**src/rtl/mem_port_arbiter_pkg.sv**
```systemverilog
// Shared types for the two-port memory arbiter: FSM states and the pending
// request record held by each port slot.
package mem_port_arbiter_pkg;

  // Width of the request record; the top-level XLEN must equal this value.
  localparam int ARB_XLEN = 32;

  typedef enum logic [1:0] {
    IDLE,
    BUSY_I,
    BUSY_D,
    FENCE
  } arb_state_type;

  typedef struct packed {
    logic                valid;
    logic                fence;
    logic                instr;
    logic [ARB_XLEN-1:0] addr;
    logic [ARB_XLEN-1:0] wdata;
    logic [3:0]          wstrb;
  } arb_req_type;

  function automatic arb_req_type init_arb_req();
    arb_req_type r;
    r = '0;
    return r;
  endfunction

endpackage

```
**src/rtl/mem_port_arbiter_slot.sv**
```systemverilog
// One-entry pending register for a requester that pulses valid for a cycle.
// Presents either the held entry or the request arriving this cycle.
module arb_req_slot
  import mem_port_arbiter_pkg::*;
#(
  parameter bit INSTR = 1'b0
) (
  input  logic                clk,
  input  logic                rst,
  input  logic                req_valid,
  input  logic                req_fence,
  input  logic [ARB_XLEN-1:0] req_addr,
  input  logic [ARB_XLEN-1:0] req_wdata,
  input  logic [3:0]          req_wstrb,
  input  logic                clear,
  output arb_req_type         entry,
  output logic                violation
);

  arb_req_type slot_reg;
  arb_req_type incoming;
  logic        accept;

  always_comb begin
    incoming       = init_arb_req();
    incoming.valid = req_valid;
    incoming.fence = req_fence && !INSTR;
    incoming.instr = INSTR;
    incoming.addr  = req_addr;
    incoming.wdata = req_wdata;
    incoming.wstrb = INSTR ? 4'b0000 : req_wstrb;
  end

  // A request landing on the clearing cycle is a legal back-to-back capture.
  assign accept    = req_valid && (!slot_reg.valid || clear);
  assign violation = req_valid && slot_reg.valid && !clear;
  assign entry     = slot_reg.valid ? slot_reg : incoming;

  always_ff @(posedge clk) begin
    if (!rst) begin
      slot_reg <= init_arb_req();
    end else if (accept) begin
      slot_reg <= incoming;
    end else if (clear) begin
      slot_reg <= init_arb_req();
    end
  end

endmodule

```
**src/rtl/mem_port_arbiter.sv**
```systemverilog
// Round-robin arbiter sharing one memory bus between the fetch port and the
// data port, one outstanding transaction at a time; data fences complete locally.
module mem_port_arbiter
  import mem_port_arbiter_pkg::*;
#(
  parameter int XLEN  = 32,
  parameter bit DPRIO = 1'b1
) (
  input  logic            clk,
  input  logic            rst,
  input  logic            i_valid,
  input  logic [XLEN-1:0] i_addr,
  output logic            i_ready,
  output logic [XLEN-1:0] i_rdata,
  input  logic            d_valid,
  input  logic            d_fence,
  input  logic [XLEN-1:0] d_addr,
  input  logic [XLEN-1:0] d_wdata,
  input  logic [3:0]      d_wstrb,
  output logic            d_ready,
  output logic [XLEN-1:0] d_rdata,
  output logic            m_valid,
  output logic            m_instr,
  output logic [XLEN-1:0] m_addr,
  output logic [XLEN-1:0] m_wdata,
  output logic [3:0]      m_wstrb,
  input  logic            m_ready,
  input  logic [XLEN-1:0] m_rdata,
  output logic            prot_err
);

  arb_state_type   state_reg, state_next;
  logic            last_d_reg, last_d_next;
  logic            prot_err_reg;
  logic            m_valid_reg, m_valid_next;
  logic            m_instr_reg, m_instr_next;
  logic [XLEN-1:0] m_addr_reg, m_addr_next;
  logic [XLEN-1:0] m_wdata_reg, m_wdata_next;
  logic [3:0]      m_wstrb_reg, m_wstrb_next;

  arb_req_type i_entry, d_entry, grant;
  logic        i_viol, d_viol;
  logic        clear_i, clear_d;
  logic        grant_d;

  arb_req_slot #(.INSTR(1'b1)) u_slot_i (
    .clk       (clk),
    .rst       (rst),
    .req_valid (i_valid),
    .req_fence (1'b0),
    .req_addr  (i_addr),
    .req_wdata ('0),
    .req_wstrb (4'b0000),
    .clear     (clear_i),
    .entry     (i_entry),
    .violation (i_viol)
  );

  arb_req_slot #(.INSTR(1'b0)) u_slot_d (
    .clk       (clk),
    .rst       (rst),
    .req_valid (d_valid),
    .req_fence (d_fence),
    .req_addr  (d_addr),
    .req_wdata (d_wdata),
    .req_wstrb (d_wstrb),
    .clear     (clear_d),
    .entry     (d_entry),
    .violation (d_viol)
  );

  always_comb begin
    state_next   = state_reg;
    last_d_next  = last_d_reg;
    clear_i      = 1'b0;
    clear_d      = 1'b0;
    grant_d      = 1'b0;
    grant        = init_arb_req();
    m_valid_next = 1'b0;
    m_instr_next = m_instr_reg;
    m_addr_next  = m_addr_reg;
    m_wdata_next = m_wdata_reg;
    m_wstrb_next = m_wstrb_reg;
    case (state_reg)
      IDLE: begin
        // D wins when I is idle, or on contention when I went last.
        grant_d = d_entry.valid && (!i_entry.valid || !last_d_reg);
        grant   = grant_d ? d_entry : i_entry;
        if (grant.valid) begin
          if (grant.fence) begin
            state_next = FENCE;
          end else begin
            m_valid_next = 1'b1;
            m_instr_next = grant.instr;
            m_addr_next  = grant.addr;
            m_wdata_next = grant.wdata;
            m_wstrb_next = grant.wstrb;
            state_next   = grant_d ? BUSY_D : BUSY_I;
          end
        end
      end
      BUSY_I: begin
        if (m_ready) begin
          clear_i     = 1'b1;
          last_d_next = 1'b0;
          state_next  = IDLE;
        end
      end
      BUSY_D: begin
        if (m_ready) begin
          clear_d     = 1'b1;
          last_d_next = 1'b1;
          state_next  = IDLE;
        end
      end
      FENCE: begin
        clear_d     = 1'b1;
        last_d_next = 1'b1;
        state_next  = IDLE;
      end
      default: state_next = IDLE;
    endcase
  end

  always_ff @(posedge clk) begin
    if (!rst) begin
      state_reg    <= IDLE;
      last_d_reg   <= ~DPRIO;
      prot_err_reg <= 1'b0;
      m_valid_reg  <= 1'b0;
      m_instr_reg  <= 1'b0;
      m_addr_reg   <= '0;
      m_wdata_reg  <= '0;
      m_wstrb_reg  <= 4'b0000;
    end else begin
      state_reg    <= state_next;
      last_d_reg   <= last_d_next;
      prot_err_reg <= prot_err_reg | i_viol | d_viol;
      m_valid_reg  <= m_valid_next;
      m_instr_reg  <= m_instr_next;
      m_addr_reg   <= m_addr_next;
      m_wdata_reg  <= m_wdata_next;
      m_wstrb_reg  <= m_wstrb_next;
    end
  end

  // Responses are a same-cycle pass-through of the memory strobe.
  assign i_ready  = (state_reg == BUSY_I) && m_ready;
  assign i_rdata  = i_ready ? m_rdata : '0;
  assign d_ready  = ((state_reg == BUSY_D) && m_ready) || (state_reg == FENCE);
  assign d_rdata  = ((state_reg == BUSY_D) && m_ready) ? m_rdata : '0;
  assign m_valid  = m_valid_reg;
  assign m_instr  = m_instr_reg;
  assign m_addr   = m_addr_reg;
  assign m_wdata  = m_wdata_reg;
  assign m_wstrb  = m_wstrb_reg;
  assign prot_err = prot_err_reg;

endmodule
```
**config.mk**
```make
export PLATFORM = sky130hd
export DESIGN_NAME = mem_port_arbiter
export DESIGN_NICKNAME = d
export VERILOG_FILES = /design/src/rtl/mem_port_arbiter_pkg.sv /design/src/rtl/mem_port_arbiter_slot.sv /design/src/rtl/mem_port_arbiter.sv
export SDC_FILE = /design/constraint.sdc
export NUM_CORES = 1
export LEC_CHECK = 0
export ABC_CLOCK_PERIOD_IN_PS = 2960
export BUFFER_PORTS_ARGS = -buffer_cell sky130_fd_sc_hd__buf_2
export CAP_MARGIN = 20
export CORE_MARGIN = 4
export CORE_UTILIZATION = 45
export CTS_CLUSTER_SIZE = 20
export DETAILED_ROUTE_END_ITERATION = 10
export HOLD_SLACK_MARGIN = 0.12
export PLACE_DENSITY = 0.73
export SYNTH_ARGS = -nofsm -noshare
export SYNTH_HDL_FRONTEND = slang
export SYNTH_SLANG_ARGS = --single-unit
```
**constraint.sdc**
```tcl
create_clock -name clk -period 2.96 [get_ports clk]
set_clock_uncertainty 0.2 [all_clocks]
set_input_delay 0.592 -clock clk [delete_from_list [all_inputs] [get_ports clk]]
set_output_delay 0.592 -clock clk [all_outputs]
set_load 0.02 [all_outputs]
```
==> impl_metrics.json, run 1 <==
{
  "report.power.total_uw": 6920,
  "final_critical_path_share_of_the_clock_period_pct": 88.2,
  "largest_net_degree_at_the_start_of_global_routing": 66,
  "die-height_microns": 140,
  "vias_per_cell": 5.66,
  "drv_slew": 0,
  "worst_hold_path_type": "in -> reg",
  "synth.ff_latch_count": 177,
  "muxShareOfSynthArea_pct": 13.5,
  "synth_async_sr_flop_share_pct": 0,
  "syn2layout_area_growth_pct": 26.9,
  "clkLatencyLatePin_ns": 0.43,
  "synth-adder-area-share_pct": 0.641,
  "final_hold_viol_count": 0,
  "dominantRegCellSynth": "dfxtp_1",
  "synth_edf_count": 0,
  "synth.distinct_cells": 35,
  "period_needed_ns": 2.61,
  "setup.worst_path.end_class": "primary output",
  "synth_xor_xnor_area_share_pct": 0,
  "postCtsSetupBuffers": 0,
  "yosysTopAreaCell": "dfxtp_1",
  "layout.cells.non_filler": 1272,
  "largest_register_ffs": 70,
  "detail_route.drc_violations": 0,
  "max_clk_rate_ghz": 0.383,
  "r2r_slack_ns": 0.49,
  "highest_metal_layer_with_signal_wires": "met5",
  "worstSetupPathType": "reg -> out",
  "yosys-top-cells-area": "dfxtp_1 45%, mux2i_1 8.7%, a22o_1 7.7%",
  "tritoncts": "done",
  "path_clk_slew_ns": 0.07,
  "fp-row-count": 47,
  "cts_hold_buffers": 0,
  "grt_antenna_before_repair": 4,
  "rsz0062_at_grt": "false",
  "initialDrtViolationCount": 430,
  "overflow": 0,
  "worst-endpoint-required_ns": 2.17,
  "fp.coreArea_sq_um": 16800,
  "timing.critical_path.fanout_max": 4,
  "wire_length_on_met3_microns": 1820,
  "timing_worst_slew_pin_value_ns": 0.831,
  "fillers": 1496,
  "synth.avg_cell_area_sq_um": 9.68,
  "synth_top_family_by_area": "compound AO/OA/AOI/OAI gates",
  "total_iterations_of_the_first_detailed_routing_run": 5,
  "met2_length_microns": 12100,
  "cpMostUsedCell": "inv_1",
  "number_of_global_route_vias_before_repair": 6934,
  "stdcell_area_sq_um": 9910,
  "cts_resized": 0,
  "numPortBuffers": 274,
  "ir_worst_vdd_mv": 0.475,
  "final_net_count": 1180,
  "max_stage_delay_ns": 0.40,
  "synth_fp_nets": 949,
  "cp_cell_sequence": "inv_1 -> ha_1 -> a21oi_1 -> inv_1 -> buf_2",
  "yosysWarningCount": 0,
  "totalWireLength_microns": 24200,
  "synth_seq_area_share_pct": 45.3,
  "count_of_final_setup_violators": 0,
  "ant_nets": 0,
  "relSlewSlack_pct": 44.5,
  "dieWidth_microns": 140,
  "share_of_the_synthesized_area_in_the_top_cell_type_pct": 45.3,
  "vias": 7200,
  "worst_case_clock_buffer_depth": 2,
  "fin_tns_setup_ns": 0,
  "track_usage_pct": 23.6,
  "post_synth_instance_area_sq_um": 7810,
  "placedCellCount": 1239,
  "cp.arrival_ns": 1.82,
  "synth_compound_area_share_pct": 25.6,
  "cts.sink_count": 177,
  "power_leakage_uw": 0.00468,
  "routability_congestion_estimate_from_global_placement": 0.798,
  "drt-met1-wl_microns": 9590,
  "detailed_place_hpwl_microns": 16700,
  "mostFrequentLayoutCell": "buf_2",
  "timing.critical_path.slowest_stage_cell": "a21oi_1",
  "netlist_instances": 807,
  "mostFrequentLayoutCells": "274 x buf_2, 175 x dfxtp_1, 99 x o21ai_0, 69 x a22o_1, 68 x mux2i_1",
  "type_of_origin_of_the_critical_path": "flop",
  "proportion_of_layout_cells_with_a_drive_suffix_above_1_pct": 36.3,
  "cts_htree_levels": 4,
  "power_per_cell_area_nw_per_um2": 698,
  "grt_pass1_wl_microns": 37200,
  "cts_buffers": 17,
  "boundaryPins": 275,
  "design.die.area_sq_um": 19500,
  "ctsRootBufferMaster": "clkbuf_16",
  "run_status": "finished, final reports clean",
  "starting_density_pct": 46.5,
  "drv_cap": 0,
  "wl_per_cell_microns": 19.0,
  "share_of_synthesized_cell_area_in_and_or_nand_and_nor_gates_pct": 9.90,
  "final_core_util_pct": 58.9,
  "postPlaceCellArea_sq_um": 9360
}
[where the power goes]
group / switching [uW] / internal, uW
logic: 1220 / 692
clock network: 1010 / 1120
registers: 196 / 2680
[cells in the mapped netlist (6+ instances only)]
master / number
o21ai_0: 99
buf_2: 13
nand2_1: 35
nor2_1: 6
mux2i_1: 68
clkbuf_1: 61
a21oi_1: 40
o2bb2ai_1: 26
a22o_1: 69
mux2_2: 33
inv_1: 9
dfxtp_1: 177
buf_1: 6
and3_1: 64
o211ai_1: 32
o2bb2ai_2: 10
nand3_1: 33
[critical path, delay by kind of cell, from the launching register on]
family,cells,cell delay [ns]
fa+ha+maj,1,0.21
flops,1,0.38
buf+inv,3,0.41
compound gates,1,0.40
[per-layer routing]
metal  up-vias  track usage (%)
li1       3466                -
met1      3379             27.9
met2       305             41.7
met3        46             5.42
met4         4             8.57
met5         -                0
[worst paths after layout]
| path | end | cells after the start | startpoint |
|---|---|---|---|
| worst min-delay path | u_slot_d.slot_reg[43]$_SDFFE_PN0P_ | 2 | d_addr[7] |
| worst max-delay path | d_ready | 5 | state_reg[0]$_SDFFE_PN0P_ |
| worst min register to register | m_wdata[15]$_SDFFE_PN0P_ | 1 | m_wdata[15]$_SDFFE_PN0P_ |
| worst max register to register | m_addr[22]$_SDFFE_PN0P_ | 5 | u_slot_d.slot_reg[70]$_SDFFE_PN0P_ |
[final cells by class]
class	count	area [sq um]	area share [%]
clock buffer	18	439	4.43
clock inverter	14	115	1.16
antenna	1	2.50	0.0252
tap	220	275	2.78
sequential	177	3550	35.8
multi-input combinational	537	3910	39.5
inverter	9	33.8	0.341
timing repair buffer	296	1590	16.0
[stage by stage]
stage | worst slack, ns | hold slack, ns
CTS | 0.322 | 0.166
global placement | 0.406 | 0.241
global route | 0.222 | 0.167
finish | 0.350 | 0.179
detailed placement | 0.348 | 0.244
floorplan | 0.650 | 0.243
[kinds of logic after synthesis]
| kind of cell | Yosys count |
|---|---|
| mux | 101 |
| buf+inv | 93 |
| flops | 177 |
| fa+ha+maj | 4 |
| compound gates | 286 |
| simple gates | 146 |
(Power assumes the default switching activity.)
==> inputs of run 2 (changes only) <==
--- a/config.mk
+++ b/config.mk
@@ -6,7 +6,7 @@
 export NUM_CORES = 1
 export LEC_CHECK = 0
 export ABC_CLOCK_PERIOD_IN_PS = 2960
-export BUFFER_PORTS_ARGS = -buffer_cell sky130_fd_sc_hd__buf_2
+export BUFFER_PORTS_ARGS = -buffer_cell sky130_fd_sc_hd__buf_4
 export CAP_MARGIN = 20
 export CORE_MARGIN = 4
 export CORE_UTILIZATION = 45
==> impl_metrics.json, run 2 (synthesis gave the netlist of run 1 again) <==
{
  "power_leakage_uw": 0.00486,
  "max_stage_delay_ns": 0.38,
  "ant_nets": 0,
  "ctsRootBufferMaster": "clkbuf_16",
  "final.setup.worst_slack_ns": 0.385,
  "number_of_global_route_vias_before_repair": 6827,
  "final_hold_viol_count": 0,
  "cp_cell_sequence": "inv_1 -> ha_1 -> a21oi_1 -> inv_1 -> buf_4",
  "ir_worst_vdd_mv": 0.486,
  "wl_per_cell_microns": 19.4,
  "mostFrequentLayoutCells": "294 x buf_4, 175 x dfxtp_1, 99 x o21ai_0, 69 x a22o_1, 68 x mux2i_1",
  "cp.arrival_ns": 1.78,
  "pwr-share-clk_pct": 33.0,
  "largest_register_ffs": 70,
  "r2r_slack_ns": 0.70,
  "postCtsSetupBuffers": 0,
  "fp-row-count": 47,
  "worst-endpoint-required_ns": 2.17,
  "largest_net_degree_at_the_start_of_global_routing": 68,
  "max_clk_rate_ghz": 0.388,
  "path_clk_slew_ns": 0.07,
  "relSlewSlack_pct": 59.8,
  "share_seq_of_total_power_pct": 38.4,
  "cpMostUsedCell": "inv_1",
  "worstSetupPathType": "reg -> out",
  "dp_worst_setup_slack_ns": 0.347,
  "cts_htree_levels": 4,
  "fp.coreArea_sq_um": 16800,
  "numPortBuffers": 274,
  "power_per_cell_area_nw_per_um2": 696,
  "worst_hold_path_type": "in -> reg",
  "cts_buffers": 17,
  "vias_per_cell": 5.66,
  "routability_congestion_estimate_from_global_placement": 0.844,
  "tritoncts": "done",
  "swShare_pct": 31.9,
  "dieWidth_microns": 140,
  "design.die.area_sq_um": 19500,
  "drv_cap": 0,
  "starting_density_pct": 46.5,
  "vias": 7209,
  "total_switching_power_uw": 2380,
  "timing.critical_path.slowest_stage_cell": "a21oi_1",
  "total_iterations_of_the_first_detailed_routing_run": 5,
  "setup.worst_path.end_class": "primary output",
  "cts_hold_buffers": 0,
  "totalWireLength_microns": 24800,
  "cts_resized": 0,
  "syn2layout_area_growth_pct": 37.1,
  "proportion_of_layout_cells_with_a_drive_suffix_above_1_pct": 36.5,
  "detailed_place_hpwl_microns": 16900,
  "die-height_microns": 140,
  "run_status": "finished, final reports clean",
  "cts.sink_count": 177,
  "combPwrFrac_pct": 28.5,
  "power.internal_uw": 5080,
  "clkLatencyLatePin_ns": 0.42,
  "track_usage_pct": 24.0,
  "timing_worst_slew_pin_value_ns": 0.603,
  "grt_antenna_before_repair": 1,
  "fin_tns_setup_ns": 0,
  "mostFrequentLayoutCell": "buf_4",
  "timing.critical_path.fanout_max": 4,
  "rsz0062_at_grt": "false",
  "initialDrtViolationCount": 522,
  "worst_case_clock_buffer_depth": 2,
  "final_net_count": 1182,
  "period_needed_ns": 2.57,
  "report.power.total_uw": 7460,
  "count_of_final_setup_violators": 0,
  "boundaryPins": 275,
  "type_of_origin_of_the_critical_path": "flop",
  "overflow": 0,
  "detail_route.drc_violations": 0,
  "final_critical_path_share_of_the_clock_period_pct": 87.0,
  "grt_pass1_wl_microns": 37800,
  "drv_slew": 0
}
run 2: power by group through the flow:
stage | clock (uW) | combinational [uW] | sequential, uW
after floorplan | 0 | 1040 | 3080
after global placement | 0 | 2110 | 2910
after detailed placement | 0 | 2130 | 2910
after CTS | 2500 | 2140 | 2860
after global routing | 2590 | 2290 | 2900
final | 2460 | 2130 | 2870
run 2: worst max-delay path, delay by kind of cell (launching register included):
kind | cells | cell delay (ns)
buf+inv | 3 | 0.40
compound gates | 1 | 0.38
fa+ha+maj | 1 | 0.21
flops | 1 | 0.37
run 2: worst paths after layout:
check                                                        start  depth (start not counted)                                 end
worst max-delay path                     state_reg[0]$_SDFFE_PN0P_                          5                             d_ready
worst min-delay path                                     d_addr[8]                          2  u_slot_d.slot_reg[44]$_SDFFE_PN0P_
worst max register to register  u_slot_i.slot_reg[68]$_SDFFE_PN0P_                          4             m_wstrb[0]$_SDFFE_PN0P_
worst min register to register  u_slot_i.slot_reg[36]$_SDFFE_PN0P_                          2  u_slot_i.slot_reg[36]$_SDFFE_PN0P_
run 2: layer usage:
| metal | wire (microns) | global-route usage, % | up-vias |
|---|---|---|---|
| li1 | - | - | 3470 |
| met1 | 9900 | 29.9 | 3411 |
| met2 | 12400 | 41.4 | 288 |
| met3 | 1930 | 5.93 | 40 |
| met4 | 550 | 6.58 | 0 |
| met5 | 0 | 0 | - |
run 2: per-stage QoR:
step	instance area [sq um]	cells	util [%]	hold WS, ns
5_1_grt	10700	1274	63.7	0.171
3_3_place_gp	10100	1241	59.8	0.247
2_1_floorplan	7810	807	-	0.243
6_report	10700	1274	63.7	0.186
3_5_place_dp	10100	1241	59.8	0.248
4_1_cts	10700	1273	63.7	0.166
run 2: layout make-up:
class	instances	area [sq um]
Clock inverter	11	173
Fill cell	1411	6100
Sequential cell	177	3550
Inverter	9	33.8
Tap cell	220	275
Antenna cell	1	2.50
Clock buffer	21	480
Multi-Input combinational cell	537	3910
Timing Repair Buffer	298	2290
